[src/rtl/prog_timer_multi_pkg.sv]
// Shared types and helpers for the multi-channel programmable timer.
package prog_timer_pkg;

    localparam int unsigned PRESCALE_BITS = 6;

    typedef enum logic [2:0] {
        SEL_EXT0,
        SEL_EXT1,
        SEL_256,
        SEL_512,
        SEL_1K,
        SEL_2K,
        SEL_4K,
        SEL_8K
    } clk_sel_t;

    // Prescaler bit feeding a given clock select; external codes return 0 (unused).
    function automatic logic [2:0] tap_index(input clk_sel_t sel);
        logic [2:0] idx;
        idx = 3'd0;
        case (sel)
            SEL_256: idx = 3'd5;
            SEL_512: idx = 3'd4;
            SEL_1K:  idx = 3'd3;
            SEL_2K:  idx = 3'd2;
            SEL_4K:  idx = 3'd1;
            SEL_8K:  idx = 3'd0;
            default: idx = 3'd0;
        endcase
        return idx;
    endfunction

endpackage

[src/rtl/prog_timer_multi_channel.sv]
// One timer channel: falling-edge tick detection, downcounter, one-shot/auto-reload and sticky flag.
module prog_timer_channel #(
    parameter int unsigned WIDTH = 8
) (
    input  logic             clk,
    input  logic             reset,
    input  logic             src,
    input  logic             chain,
    input  logic             enable,
    input  logic             restart,
    input  logic             one_shot,
    input  logic [WIDTH-1:0] reload,
    input  logic             factor_clear,
    output logic             factor_flag,
    output logic             underflow,
    output logic             running,
    output logic [WIDTH-1:0] count
);

    logic             prev;
    logic             tick;
    logic [WIDTH-1:0] reload_eff;

    assign reload_eff = (reload != '0) ? reload : '1;
    // A chained source is already a one-cycle pulse, so it bypasses edge detection.
    assign tick = chain ? src : (prev & ~src);

    always_ff @(posedge clk) begin
        if (reset) begin
            prev        <= 1'b0;
            factor_flag <= 1'b0;
            underflow   <= 1'b0;
            running     <= 1'b1;
            count       <= '1;
        end else begin
            prev      <= src;
            underflow <= 1'b0;
            if (factor_clear) begin
                factor_flag <= 1'b0;
            end
            if (restart) begin
                count   <= reload_eff;
                running <= 1'b1;
            end else if (tick && enable && running) begin
                if (count == WIDTH'(1)) begin
                    underflow   <= 1'b1;
                    factor_flag <= 1'b1;
                    if (one_shot) begin
                        count   <= '0;
                        running <= 1'b0;
                    end else begin
                        count <= reload_eff;
                    end
                end else begin
                    // count == 0 wraps to all-ones here without counting as an expiry
                    count <= count - WIDTH'(1);
                end
            end
        end
    end

endmodule

[src/rtl/prog_timer_multi.sv]
// Multi-channel programmable timer: shared prescaler, per-channel source muxing and channel array.
// Optional macro PROG_TIMER_CHAIN_EN lets clock_sel 001 on channel i>0 count channel i-1 underflows.
module prog_timer_multi #(
    parameter int unsigned CHANNELS = 2,
    parameter int unsigned WIDTH    = 8
) (
    input  logic                      clk,
    input  logic                      reset,
    input  logic [CHANNELS-1:0]       input_k,
    input  logic [CHANNELS-1:0]       enable,
    input  logic [CHANNELS-1:0]       restart,
    input  logic [CHANNELS-1:0]       one_shot,
    input  logic [3*CHANNELS-1:0]     clock_sel,
    input  logic [WIDTH*CHANNELS-1:0] counter_reload,
    input  logic [CHANNELS-1:0]       factor_clear,
    output logic [CHANNELS-1:0]       factor_flags,
    output logic [CHANNELS-1:0]       underflow,
    output logic [CHANNELS-1:0]       running,
    output logic [WIDTH*CHANNELS-1:0] downcounter
);

    import prog_timer_pkg::*;

    logic [PRESCALE_BITS-1:0] prescaler;
    logic                     divider;

    always_ff @(posedge clk) begin
        if (reset) begin
            prescaler <= '0;
            divider   <= 1'b0;
        end else begin
            divider <= ~divider;
            if (divider && (|enable)) begin
                prescaler <= prescaler + 1'b1;
            end
        end
    end

    for (genvar i = 0; i < CHANNELS; i++) begin : g_ch
        clk_sel_t sel;
        logic     src;
        logic     chain;

        assign sel = clk_sel_t'(clock_sel[3*i +: 3]);

`ifdef PROG_TIMER_CHAIN_EN
        logic prev_uf;
        if (i > 0) begin : g_prev
            assign prev_uf = underflow[i-1];
        end else begin : g_first
            assign prev_uf = 1'b0;
        end

        always_comb begin
            chain = 1'b0;
            src   = input_k[i];
            if (sel == SEL_EXT1 && i > 0) begin
                chain = 1'b1;
                src   = prev_uf;
            end else if (sel != SEL_EXT0 && sel != SEL_EXT1) begin
                src = prescaler[tap_index(sel)];
            end
        end
`else
        always_comb begin
            chain = 1'b0;
            src   = input_k[i];
            if (sel != SEL_EXT0 && sel != SEL_EXT1) begin
                src = prescaler[tap_index(sel)];
            end
        end
`endif

        prog_timer_channel #(
            .WIDTH(WIDTH)
        ) u_channel (
            .clk         (clk),
            .reset       (reset),
            .src         (src),
            .chain       (chain),
            .enable      (enable[i]),
            .restart     (restart[i]),
            .one_shot    (one_shot[i]),
            .reload      (counter_reload[WIDTH*i +: WIDTH]),
            .factor_clear(factor_clear[i]),
            .factor_flag (factor_flags[i]),
            .underflow   (underflow[i]),
            .running     (running[i]),
            .count       (downcounter[WIDTH*i +: WIDTH])
        );
    end

endmodule

[config.mk]
export PLATFORM = sky130hd
export DESIGN_NAME = prog_timer_multi
export DESIGN_NICKNAME = d
export VERILOG_FILES = /design/src/rtl/prog_timer_multi_pkg.sv /design/src/rtl/prog_timer_multi_channel.sv /design/src/rtl/prog_timer_multi.sv
export SDC_FILE = /design/constraint.sdc
export NUM_CORES = 1
export LEC_CHECK = 0
export CAP_MARGIN = 15
export CORE_ASPECT_RATIO = 2
export CORE_UTILIZATION = 43
export CTS_CLUSTER_SIZE = 25
export DETAILED_ROUTE_END_ITERATION = 8
export HOLD_SLACK_MARGIN = 0.1
export PLACE_DENSITY = 0.83
export SLEW_MARGIN = 15
export SYNTH_ARGS = -nofsm -noshare
export SYNTH_HDL_FRONTEND = slang
export SYNTH_SLANG_ARGS = --single-unit
[constraint.sdc]
create_clock -name clk -period 2.1 [get_ports clk]
set_input_delay 0.63 -clock clk [delete_from_list [all_inputs] [get_ports clk]]
set_output_delay 0.63 -clock clk [all_outputs]
set_load 0.03 [all_outputs]
* After elaboration in Yosys (flattened, before gate mapping)
Index checks and enable logic that the tools add are counted.
Widths: inputs -> output; s select.
** Word-level totals
- Flip-flop bits (word level) :: 31
- Logic and storage cells :: 88
** Cells by class
- Bitwise logic cells :: 7
- Add/subtract/negate cells :: 3
- Order comparisons :: 2
- Multiplexer cells :: 30
- Equality and inequality tests :: 14
- Reduce and logical (&&, ||, !) cells :: 20
** Operators with widths (number)
- $mux 8 :: 10
- $pmux 3 s5 :: 2
- $eq 3x3->1 const B :: 6
- $eq 8x1->1 const B :: 2
- $reduce_bool 8->1 :: 2
- $sub 8x1->8 const B :: 2
- $mux 1 :: 14
- $eq 3x2->1 const B :: 4
- $lt 3x4->1 const B :: 2
- $logic_and 1x1->1 :: 7
- $add 6x1->6 const B :: 1
- $bmux 1 s3 :: 2
- $mux 3 :: 2
- $ne 3x1->1 const B :: 2
- $reduce_and 3->1 :: 2
- $reduce_bool 3->1 :: 2
- $reduce_or 2->1 :: 3
- $reduce_or 3->1 :: 2
- $not 1->1 :: 5
- $reduce_bool 2->1 :: 2
- $and 1x1->1 :: 2

* Depth between registers and ports, before layout
Gate-level depths: netlist of run 1.
- Depth in word-level cells :: 12
- Mapped depth :: 7
- Gate-level depth less buffers :: 7

* By module
From an unflattened synthesis of run 1, not the netlist that was laid out.
** Second synthesis, totals
- Cells, all modules :: 235
- Area, all modules :: 2011.9 um^2
** By module, submodules not included
- prog_timer_channel :: area each 807.0 um^2, cells each 97, times used 2
- prog_timer_multi :: area each 397.9 um^2, cells each 41, times used 1

* Worst setup path after synthesis of run 1
No wires, ideal clock.
- Kind :: reg-to-reg
- Start :: register g_ch[0].u_channel.count[0]
- End :: register g_ch[0].u_channel.count[2]
- Data arrival time :: 2.019 ns
- Cell stages (with the launch flop) :: 7
- Data required time :: 1.978 ns
- Setup slack :: -0.041 ns
- Cells stage by stage :: dfxtp_1 > ha_1 > or4b_1 > o21bai_2 > nor2_1 > o2bb2ai_1 > a221o_1
** On the way
- Cells in the longest elaborated chain, start to end :: 4
** RTL lines
- from (decl) :: RTL line prog_timer_multi_channel.sv:17 : output logic [WIDTH-1:0] count
- from (signal assigned) :: RTL line prog_timer_multi_channel.sv:42 : count <= reload_eff;
- from (signal assigned) :: RTL line prog_timer_multi_channel.sv:52 : count <= reload_eff;
- from (signal assigned) :: RTL line prog_timer_multi_channel.sv:56 : count <= count - WIDTH'(1);
- $sub 8x1->8 / $eq 8x1->1 (equally long branches) :: RTL line prog_timer_multi_channel.sv:56, prog_timer_multi_channel.sv:45
- $mux 8 * :: RTL line prog_timer_multi_channel.sv:45 : if (count == WIDTH'(1)) begin
- $mux 8 * :: RTL line prog_timer_multi_channel.sv:44 : end else if (tick && enable && running) begin
- $mux 8 * :: RTL line prog_timer_multi_channel.sv:41 : if (restart) begin
Mark *: on every way between the ends. The rest lies on a longest branch, timed or not. The select of a mux whose other input is x is not followed.
A chain may end at the register's enable or synchronous reset.

* Final worst setup path of run 1
- Start :: register g_ch[1].u_channel.count[4]
- End :: output downcounter[12]
** RTL lines
- from (decl) :: RTL line prog_timer_multi_channel.sv:17
- from (signal assigned) :: RTL line prog_timer_multi_channel.sv:42
- from (signal assigned) :: RTL line prog_timer_multi_channel.sv:52
- from (signal assigned) :: RTL line prog_timer_multi_channel.sv:56
- to (decl) :: RTL line prog_timer_multi.sv:19 : output logic [WIDTH*CHANNELS-1:0] downcounter
No word-level cell between the ends.

==> results.txt, run 1 <==
The fraction of final layout cells with drive strength greater than 1 is 20.5%. The number of enable flip-flop cells after synthesis is 0. The critical path is of the reg -> out type. The min-delay analysis places its worst path in the category reg -> reg. The synthesized area per cell is 8.55 um2. The count of unique library cells instantiated by Yosys is 56. The routability-driven placement congestion ratio is 0.861. The H-tree depth came out at 2.

For this run, asynchronously set or reset flops after synthesis account for 0%. The minimum setup slack in the final design came out at 33.2 ps. Across the whole layout, storage elements account for 622 um2. The worst setup slack before clock tree synthesis is -600 ps. The CTS tree is yes. Synthesis inferred 31 register bits. The sequential element share of the synthesized area is 32.7%. The number of pins with negative max-slew slack in the final report is 0.

The initial standard-cell utilization of the core is 45.5%. The worst register-to-register path begins at g_ch[0].u_channel.count[0]. Once detail routing completed, the nets flagged for antenna violations numbered 0. The number of global-route vias before repair was 2074. The clock share of power came out at 30.9%. In this run the most critical hold path is launched from divider. The die extent in y is 96.0 um. The top cell types in the final layout, fill and taps aside, are 41 x clkdlybuf4s50_1, 35 x buf_4, 30 x dfxtp_1. The most used flip-flop cell after synthesis is dfxtp_1. The largest stage delay on the critical path came out at 710 ps. The post-synthesis instance area is 1900 um2. The required time at the worst-slack endpoint is 1470 ps. The placement-stage cell area came out at 2690 um2. After synthesis, the cell types taking the most area are dfxtp_1 33%, mux2i_1 5.8%, nor2_1 5.5%. The internal portion of the total power is 1.04 mW.

The cell type with the highest aggregate area in the netlist is dfxtp_1. The number of buffer cells added on primary ports is 55. Global routing used 25.3% of the available tracks. Counting every net in the synthesized netlist gives 261. The slowest stage of the critical path belongs to the cell clkdlybuf4s50_1. STA classifies the critical path startpoint as a register.

The first TritonRoute pass finished after 4 iterations. The largest driver fanout on the critical path is 5. The source-to-sink clock delay at the later pin of the worst-skew pair came out at 280 ps.

Across the VDD grid, the largest voltage drop is 0.424 mV. For the worst setup path, the data arrival time is 1440 ps. After synthesis, the largest area contributor takes up 32.7% of total cell area.

On the critical path the largest part of the delay comes from buffers and inverters. In this run the tightest slew margin relative to its limit is 73.2%. Together, buffers and inverters on the worst path number 1. The repair_antennas step left the layout with diodes totalling 0.

The final count of hold timing violations came out at 0. Walking the worst path, the cells encountered are clkdlybuf4s50_1. The overall routed net length is 5.82 mm.

The commonest non-fill, non-tap cell in the layout is clkdlybuf4s50_1. The final hold slack came out at 434 ps. The total setup violations reported at the end of the flow came out at 0. Max-cap violations in this run came to 0. The final core utilization is 67.8%. The number of sinks on the clock net came out at 31.

Derived from the worst setup path, the maximum achievable clock frequency is 0.484 GHz. The portion of total power attributed to combinational logic is 24.4%. The final period utilization came out at 98.4%. The number of placement rows is 33.

The post-synthesis instance total came out at 222. In the routed design, unresolved DRC markers number 0. The filler cell count in the final layout is 352. At the end of the flow, the number of nets in the layout was 345. Detailed routing inserted a total of 2079 vias. The CTS buffer count came out at 5. The routed via count divided by cell count is 5.79. In this run the count of I/O pins placed on the die edge is 56.

Entering global routing, the biggest net connects 13 pins. The switching power is 0.447 mW. The final period demand of the worst path is 2070 ps.

The CTS root buffer is clkbuf_8. The power density relative to cell area is 525 nW/um2. The average wire per standard cell is 16.2 um.

The sum of net half-perimeters after detailed placement is 4.40 mm. The count of routing violations after the opening detailed-route iteration came out at 43. The die is 49.0 um wide. The number of antenna violations at the first check in global routing came out at 0. The worst setup path is captured at an output pin. The area of all placed cells without fillers is 2830 um2. The number of warning messages in the yosys log came out at 0. The first global-routing pass estimated 8.98 mm of wire. The synthesis-to-finish area growth is 48.9%. The clock-pin transition on the worst setup and hold timing paths is 70 ps. In the final layout, the multi-input gates occupy 1180 um2.

The area of the core is 4170 um2. The largest buffer count on any clock path came out at 2. The transition time at the pin with the least slew margin came out at 400 ps. The total congestion overflow is 0. The maximum clock skew at final layout is 2.63 ps.

For the final routed database, the setup TNS stands at 0 ps. In this run switching power makes up 30.1% of total power. The flow ran to the end, and the final reports show no timing, DRC or antenna violations.

The die area is 4700 um2. The post-cts hold buffer count is 0. Summed over all cells, the static leakage comes to 1.17 nW. The startpoint of the worst setup timing path is g_ch[1].u_channel.count[4]. The relative contribution of sequential cells to total power is 44.6%.
cell usage after synthesis, types with 3 or more instances:
library cell  instances
o21bai_1              3
o21ba_2               3
a31oi_1               3
a21o_1                3
a211o_1               3
nand2_1               9
nor2_1               28
buf_4                 6
o21a_1                3
nor3_1               11
o22ai_1               4
ha_1                  5
a221o_1               4
o21ai_0               7
o211ai_1              4
xor2_1                3
nor4_1               13
mux2i_1              11
inv_1                10
a21oi_1               9
clkbuf_1              4
dfxtp_1              31
nand3_1               3
logic make-up (layout without fill, tap and decap cells):
group,Yosys count,after routing,synth area share [%]
buffers and inverters,25,110,6.66
DFF,31,31,32.7
muxes,14,14,8.77
AOI/OAI and AO/OA,58,58,22.9
adders and majority gates,5,5,3.30
and+or+nand+nor,84,84,23.4
xor gates and xnor gates,5,5,2.31
registers in the layout (all words and copies together) (netlist names):
signal and flops:
g_ch.u_channel.count 16, g_ch.u_channel.underflow 2, prescaler 6, divider 1, g_ch.u_channel.prev 2, g_ch.u_channel.factor_flag 2, g_ch.u_channel.running 2
layout make-up:
type	instances	share of cell area [%]
multi-input cells	166	41.9
repair buffers	91	29.3
well taps	52	2.30
clock buffers	5	2.43
inverters	11	1.46
flip-flops and latches	31	22.0
clock inverters	3	0.531
stage by stage:
stage | std cells | total power, mW
after global routing | 359 | 1.54
final | 359 | 1.49
after detailed placement | 350 | 1.03
after CTS | 359 | 1.48
after floorplan | 222 | 0.839
after global placement | 350 | 1.03
power groups by stage:
stage | Clock, mW | Combinational [mW] | Sequential, mW
3_3_place_gp | 0 | 0.353 | 0.673
2_1_floorplan | 0 | 0.132 | 0.707
3_5_place_dp | 0 | 0.360 | 0.674
4_1_cts | 0.459 | 0.360 | 0.661
6_report | 0.459 | 0.363 | 0.663
5_1_grt | 0.484 | 0.386 | 0.667
timing repair:
action                     4_1_cts  5_1_grt
pin swaps                        5        2
gates resized for setup          9       14
setup endpoints to repair       21       18
setup buffers                    1        0
layer usage:
| layer | up-vias | global-route usage (%) | routed length [um] |
|---|---|---|---|
| li1 | 1000 | - | - |
| met4 | 0 | 16.7 | 278 |
| met2 | 74 | 52.0 | 3330 |
| met5 | - | 0 | 0 |
| met3 | 24 | 4.27 | 185 |
| met1 | 981 | 21.3 | 2030 |
worst paths after layout:
kind,to,slack [ps],depth (start not counted)
setup reg to reg,g_ch[0].u_channel.count[6],50,7
hold / removal,divider,430,1
hold reg to reg,divider,430,1
setup / recovery,downcounter[12],30,1
Power figures use the tool's default switching activity.
==> run 2, diff against run 1 <==
Clock period 2.1 ns to 1.7 ns, I/O delays scaled along.
==> results.txt, run 2 (synthesized netlist as in run 1, its figures left out) <==
The largest driver fanout on the critical path came out at 7. The first global-routing pass estimated 11.5 mm of wire. The number of buffer cells added on primary ports came out at 55. The register with the most flip-flops in the layout has 16 of them. Clock tree synthesis inserted a total of 5 buffers. The worst hold path belongs to the class reg -> reg. The transition time at the pin with the least slew margin is 499 ps. The total setup violations reported at the end of the flow is 14.

The maximum number of pins on one net before global-route repair came out at 13. In the final layout, the registers with the most flip-flops are g_ch.u_channel.count: 16 flops, prescaler: 6 flops. The total congestion overflow came out at 0. The sum of net half-perimeters after detailed placement came out at 5.04 mm. The area of all placed cells without fillers is 3470 um2. The data arrival at the endpoint of the critical path is 2110 ps.

STA puts the critical path data required time at 1880 ps. The final period utilization came out at 114%. The count of routing violations after the opening detailed-route iteration came out at 79.

The number of pins with negative max-slew slack in the final report came to 0. The footprint of the flip-flops and latches came out at 646 um2. The tree is rooted in a clkbuf_8. The highest attainable clock frequency is 0.516 GHz. Once detail routing completed, the nets flagged for antenna violations numbered 0. The clock-pin transition on the worst setup and hold timing paths is 70 ps. The number of top-level pins came out at 56. After detailed routing, the number of remaining DRC violations is 0. The run finished, with violations left. TritonCTS built the clock tree. Setup repair after global routing could not meet its margin everywhere. The area of the core is 4170 um2. The H-tree depth is 2. The initialized floorplan defines 33 standard-cell rows. The largest buffer count on any clock path is 2. The die is 49.0 um wide. The average wire per standard cell is 19.6 um. The power density relative to cell area came out at 585 nW/um2. The total track usage is 33.0%. The multi-input logic area came out at 1520 um2. The routability-driven placement congestion ratio is 0.992.

The critical path class is reg -> reg. The final period demand of the worst path came out at 1940 ps. STA classifies the critical path startpoint as a register. The number of antenna violations at the first check in global routing was 0. The filler cell count in the final layout came out at 240. STA classifies the critical path endpoint as a register. The final count of hold timing violations is 0.

The fraction of final layout cells with drive strength greater than 1 came out at 45.8%. Leaving out fill and tap cells, the most frequent cell in the layout is buf_4. Clock tree synthesis found a total of 31 sinks. Across the VDD grid, the largest voltage drop is 0.695 mV.

The number of cells on the worst hold path came out at 1. The remaining max-slew budget at the tightest pin is 66.5%. The source-to-sink clock delay at the later pin of the worst-skew pair is 290 ps. The maximum clock skew at final layout came out at 6.84 ps. The first-pass iteration count of the detailed router is 4. The final reports fail on setup timing. The minimum setup slack in the final design is -237 ps.

The overall routed net length is 7.82 mm. Once placement completed, the tool counted placed cells totaling 381. The synthesis-to-finish area growth is 82.9%. The number of vias after detailed routing is 2392. Once layout is complete, the cells apart from fillers number 399. The register with the most flip-flops in the final layout is g_ch.u_channel.count. The die area is 4700 um2. The reported max-cap violation count came out at 0.

The number of global-route vias before repair is 2481. The placement-stage cell area came out at 3000 um2. The library cells used most frequently in the layout, excluding fill and tap cells, are 66 x buf_4, 25 x nor2_1, 24 x dlygate4sd2_1. The leakage dissipation came out at 1.42 nW. The initial standard-cell utilization of the core came out at 45.5%.

Dividing the detail-routed via count by the number of cells gives 5.99. The die is 96.0 um tall. The number of antenna diodes is 0.

The final layout net count came out at 385. The worst register-to-register path has a depth of 7.
-- run 2: changes by cell type in the layout (fill, tap and decap cells not counted), sizes merged --
cell / delta
clkdlybuf4s15: +7
clkbuf: +3
clkinv: -2
dlygate4sd2: +18
clkdlybuf4s50: -24
dlymetal6s2s: -7
buf: +44
a41o: +1
-- run 2: area by class of cell --
class | instances | share of cell area [%]
multi-input combinational | 167 | 43.7
timing repair buffer | 130 | 31.9
sequential | 31 | 18.6
clock buffer | 7 | 2.49
tap | 52 | 1.87
inverter | 11 | 1.33
clock inverter | 1 | 0.144
-- run 2: critical path: stages (launching register included) --
cell and delay [ps]:
dfxtp_4 360, inv_4 70, ha_4 130, or4b_4 490
o21bai_4 250, nor2_1 70, o2bb2ai_1 140, a221o_1 320
-- run 2: report_power, final --
group,total [mW],switching (mW),internal (mW)
clock network,0.606,0.280,0.326
logic,0.607,0.299,0.308
registers,0.816,0.0523,0.764
total,2.03,0.631,1.40
-- run 2: timing repair --
item | 4_1_cts | 5_1_grt
pin swaps | 21 | 14
endpoints found under the setup margin | 42 | 28
cloned | 2 | 0
resized for setup | 93 | 41
hold buffers | 0 | 0
setup buffers | 9 | 1
-- run 2: through the flow --
stage	utilization, %	worst slack (ps)	hold slack, ps	power, mW	setup TNS (ps)
4_1_cts	80.3	-192	432	1.98	-986
3_3_place_gp	71.9	-779	403	1.34	-15040
2_1_floorplan	-	-160	393	1.05	-1110
5_1_grt	83.3	-261	452	2.10	-2470
3_5_place_dp	71.9	-874	423	1.35	-16320
6_report	83.3	-237	431	2.03	-1280
-- run 2: worst paths after layout --
kind | start | to | slack [ps]
setup / recovery | g_ch[0].u_channel.count[1] | g_ch[0].u_channel.count[2] | -240
hold / removal | divider | divider | 430
setup reg to reg | g_ch[0].u_channel.count[1] | g_ch[0].u_channel.count[2] | -240
hold reg to reg | divider | divider | 430
-- run 2: per-layer routing --
| layer | vias up | GRT usage, % | share of wire, % |
|---|---|---|---|
| met2 | 115 | 66.9 | 58 |
| met1 | 1155 | 27.6 | 32 |
| met5 | - | 0 | 0 |
| li1 | 1082 | - | - |
| met3 | 40 | 4.74 | 3.8 |
| met4 | 0 | 25.7 | 6.7 |
==> run 3, diff against run 2 <==
Settings changed: PLACE_DENSITY 0.83 to 0.77.
==> results.txt, run 3 (synthesized netlist as in run 1, its figures left out) <==
The number of top-level pins is 56. The initialized floorplan defines 33 standard-cell rows. In this run the power density over the cells is 638 nW/um2.

The worst register-to-register path begins at g_ch[0].u_channel.count[1]. The setup path with the least slack is of type reg -> reg. In the routed design, unresolved DRC markers number 0.

Overall power consumption after layout is estimated at 2.14 mW. The checks that failed: setup timing. The synthesis-to-finish area growth is 76.4%. Counting flops per register, the top entry is g_ch.u_channel.count. The run finished, with violations left. At the worst endpoint, the required time is 1860 ps. The first routing iteration left 74 violations.

The commonest non-fill, non-tap cell in the layout is buf_4. The count of antenna-violating nets left after detailed routing came out at 0. The routed via count divided by cell count is 5.87. Counting cells, the worst reg-to-reg path comes to 7.

The met3 capacity usage during global routing came out at 4.27%. The clock-pin transition on the worst setup and hold timing paths is 70 ps. The destination of the worst register-to-register timing path is g_ch[0].u_channel.count[2]. The number of pins with negative max-slew slack in the final report was 0.

The total track usage came out at 31.3%. The overall routed net length is 7.24 mm. TritonCTS built the clock tree. The maximum clock skew at final layout is 4.77 ps.

The largest registers in the layout are g_ch.u_channel.count: 16 flops, prescaler: 6 flops. In the layout the commonest cells are 59 x buf_4, 32 x dlygate4sd2_1, 24 x nor2_1. The filler cell count in the final layout came out at 278. The post-cts hold buffer count is 0.

The initial standard-cell utilization of the core is 45.5%. Max-cap violations in this run came to 0. The largest driver fanout on the critical path is 7. The sum of net half-perimeters after detailed placement came out at 4.94 mm. The CTS root buffer is clkbuf_8. The met1 usage is 27.9%. The total congestion overflow is 0.

The number of sinks on the clock net came out at 31. The number of antenna violations at the first check in global routing is 0. The worst setup slack before clock tree synthesis is -815 ps. The flip-flop count of the largest register after layout is 16. The first global-routing pass estimated 11.0 mm of wire. The reg-to-reg setup timing slack is -240 ps. In this run the worst hold path is classified as reg -> reg. The minimum setup slack in the final design came out at -236 ps. The area of the core came out at 4170 um2. Across the whole layout, storage elements account for 643 um2. After layout, the worst path uses 114% of the clock period. The number of buffer cells added on primary ports is 55. The largest buffer count on any clock path is 2. The final period demand of the worst path is 1940 ps. The first-pass iteration count of the detailed router came out at 4. The fraction of final layout cells with drive strength greater than 1 came out at 43.6%.

The total setup violations reported at the end of the flow came out at 13. The leakage dissipation is 1.41 nW. The critical path starts at g_ch[0].u_channel.count[1]. The clock tree synthesis step divided the H-tree into 2 levels.

Routability-driven placement finished with a final weighted congestion of 0.954. Summing all multi-input logic gate instances after layout gives 1440 um2. The number of global-route vias before repair came to 2390. The most critical setup path has its endpoint at g_ch[0].u_channel.count[2].

The average wire per standard cell came out at 18.6 um. The final count of hold timing violations came out at 0. The transition time at the pin with the least slew margin came out at 318 ps.

The die width is 49.0 um. The CTS buffer count came out at 5. The source-to-sink clock delay at the later pin of the worst-skew pair is 280 ps. For this run, global-route usage on met2 was measured as 60.4%. The floorplan step defined a die boundary enclosing 4700 um2. The maximum number of pins on one net before global-route repair is 13. The final layout net count came out at 375. In this run the most used layer during global routing was met2. The highest attainable clock frequency is 0.517 GHz. At the end of the flow the core is filled with cells to 80.3%. The number of vias after detailed routing came out at 2283. VDD sags by at most 0.657 mV.

0 antenna diodes ended up in the layout. The remaining max-slew budget at the tightest pin is 78.6%. The type of element capturing the critical path is a register. The startpoint type of the worst setup path is a register.

Setup repair after global routing could not meet its margin everywhere. At the worst endpoint, the arrival time is 2100 ps. From bottom edge to top edge, the die measures 96.0 um.
## run 3: cell count changes in the layout (fill, tap and decap cells not counted), moves of 3 or more
cell / before / now
dlygate4sd2_1: 24 / 32
buf_4: 66 / 59
clkdlybuf4s50_1: 17 / 13
clkdlybuf4s15_1: 6 / 3
## run 3: layer usage
layer / wire length [um] / share of wire, % / vias to the layer above
met5: 0 / 0 / -
met3: 209 / 2.9 / 44
li1: - / - / 1058
met1: 2450 / 34 / 1089
met4: 522 / 7.2 / 0
met2: 4060 / 56 / 92
## run 3: power by group
part	internal, mW	switching (mW)	leakage (nW)
clock network	0.474	0.288	0.0612
registers	0.764	0.0496	0.257
logic	0.280	0.281	1.09
## run 3: worst max-delay path, stage by stage, from the launching register on
cell and delay (ps):
dfxtp_4 350, inv_4 70, ha_4 120, or4b_4 500
o21bai_4 280, nor2_2 60, o2bb2ai_2 130, a221o_1 300
## run 3: stage by stage
step / setup TNS [ps] / area, um2 / instances / hold WS [ps]
after global placement: -14960 / 2980 / 378 / 400
final: -1390 / 3350 / 389 / 465
after floorplan: -1110 / 1980 / 222 / 393
after global routing: -2500 / 3350 / 389 / 476
after CTS: -942 / 3200 / 388 / 448
after detailed placement: -16580 / 2980 / 378 / 426
## run 3: worst min path at each step
stage                                     to  slack (ps)  cells after the start                           from
2_1_floorplan                        divider         390                      1                        divider
6_report       g_ch[0].u_channel.factor_flag         470                      2  g_ch[0].u_channel.factor_flag
4_1_cts                              divider         450                      1                        divider
3_3_place_gp                         divider         400                      1                        divider
3_5_place_dp                         divider         430                      1                        divider
5_1_grt                              divider         480                      1                        divider
## run 3: layout make-up
class,count,area share [%]
multi-input combinational,166,42.9
timing repair buffer,121,31.1
sequential,31,19.2
clock buffer,6,2.47
tap,52,1.94
inverter,11,1.38
clock inverter,2,1.05
## run 3: repair_timing
action | CTS | global route
setup endpoints to repair | 42 | 23
buffers inserted | 2 | 2
resized for setup | 78 | 39
pin swaps | 11 | 17
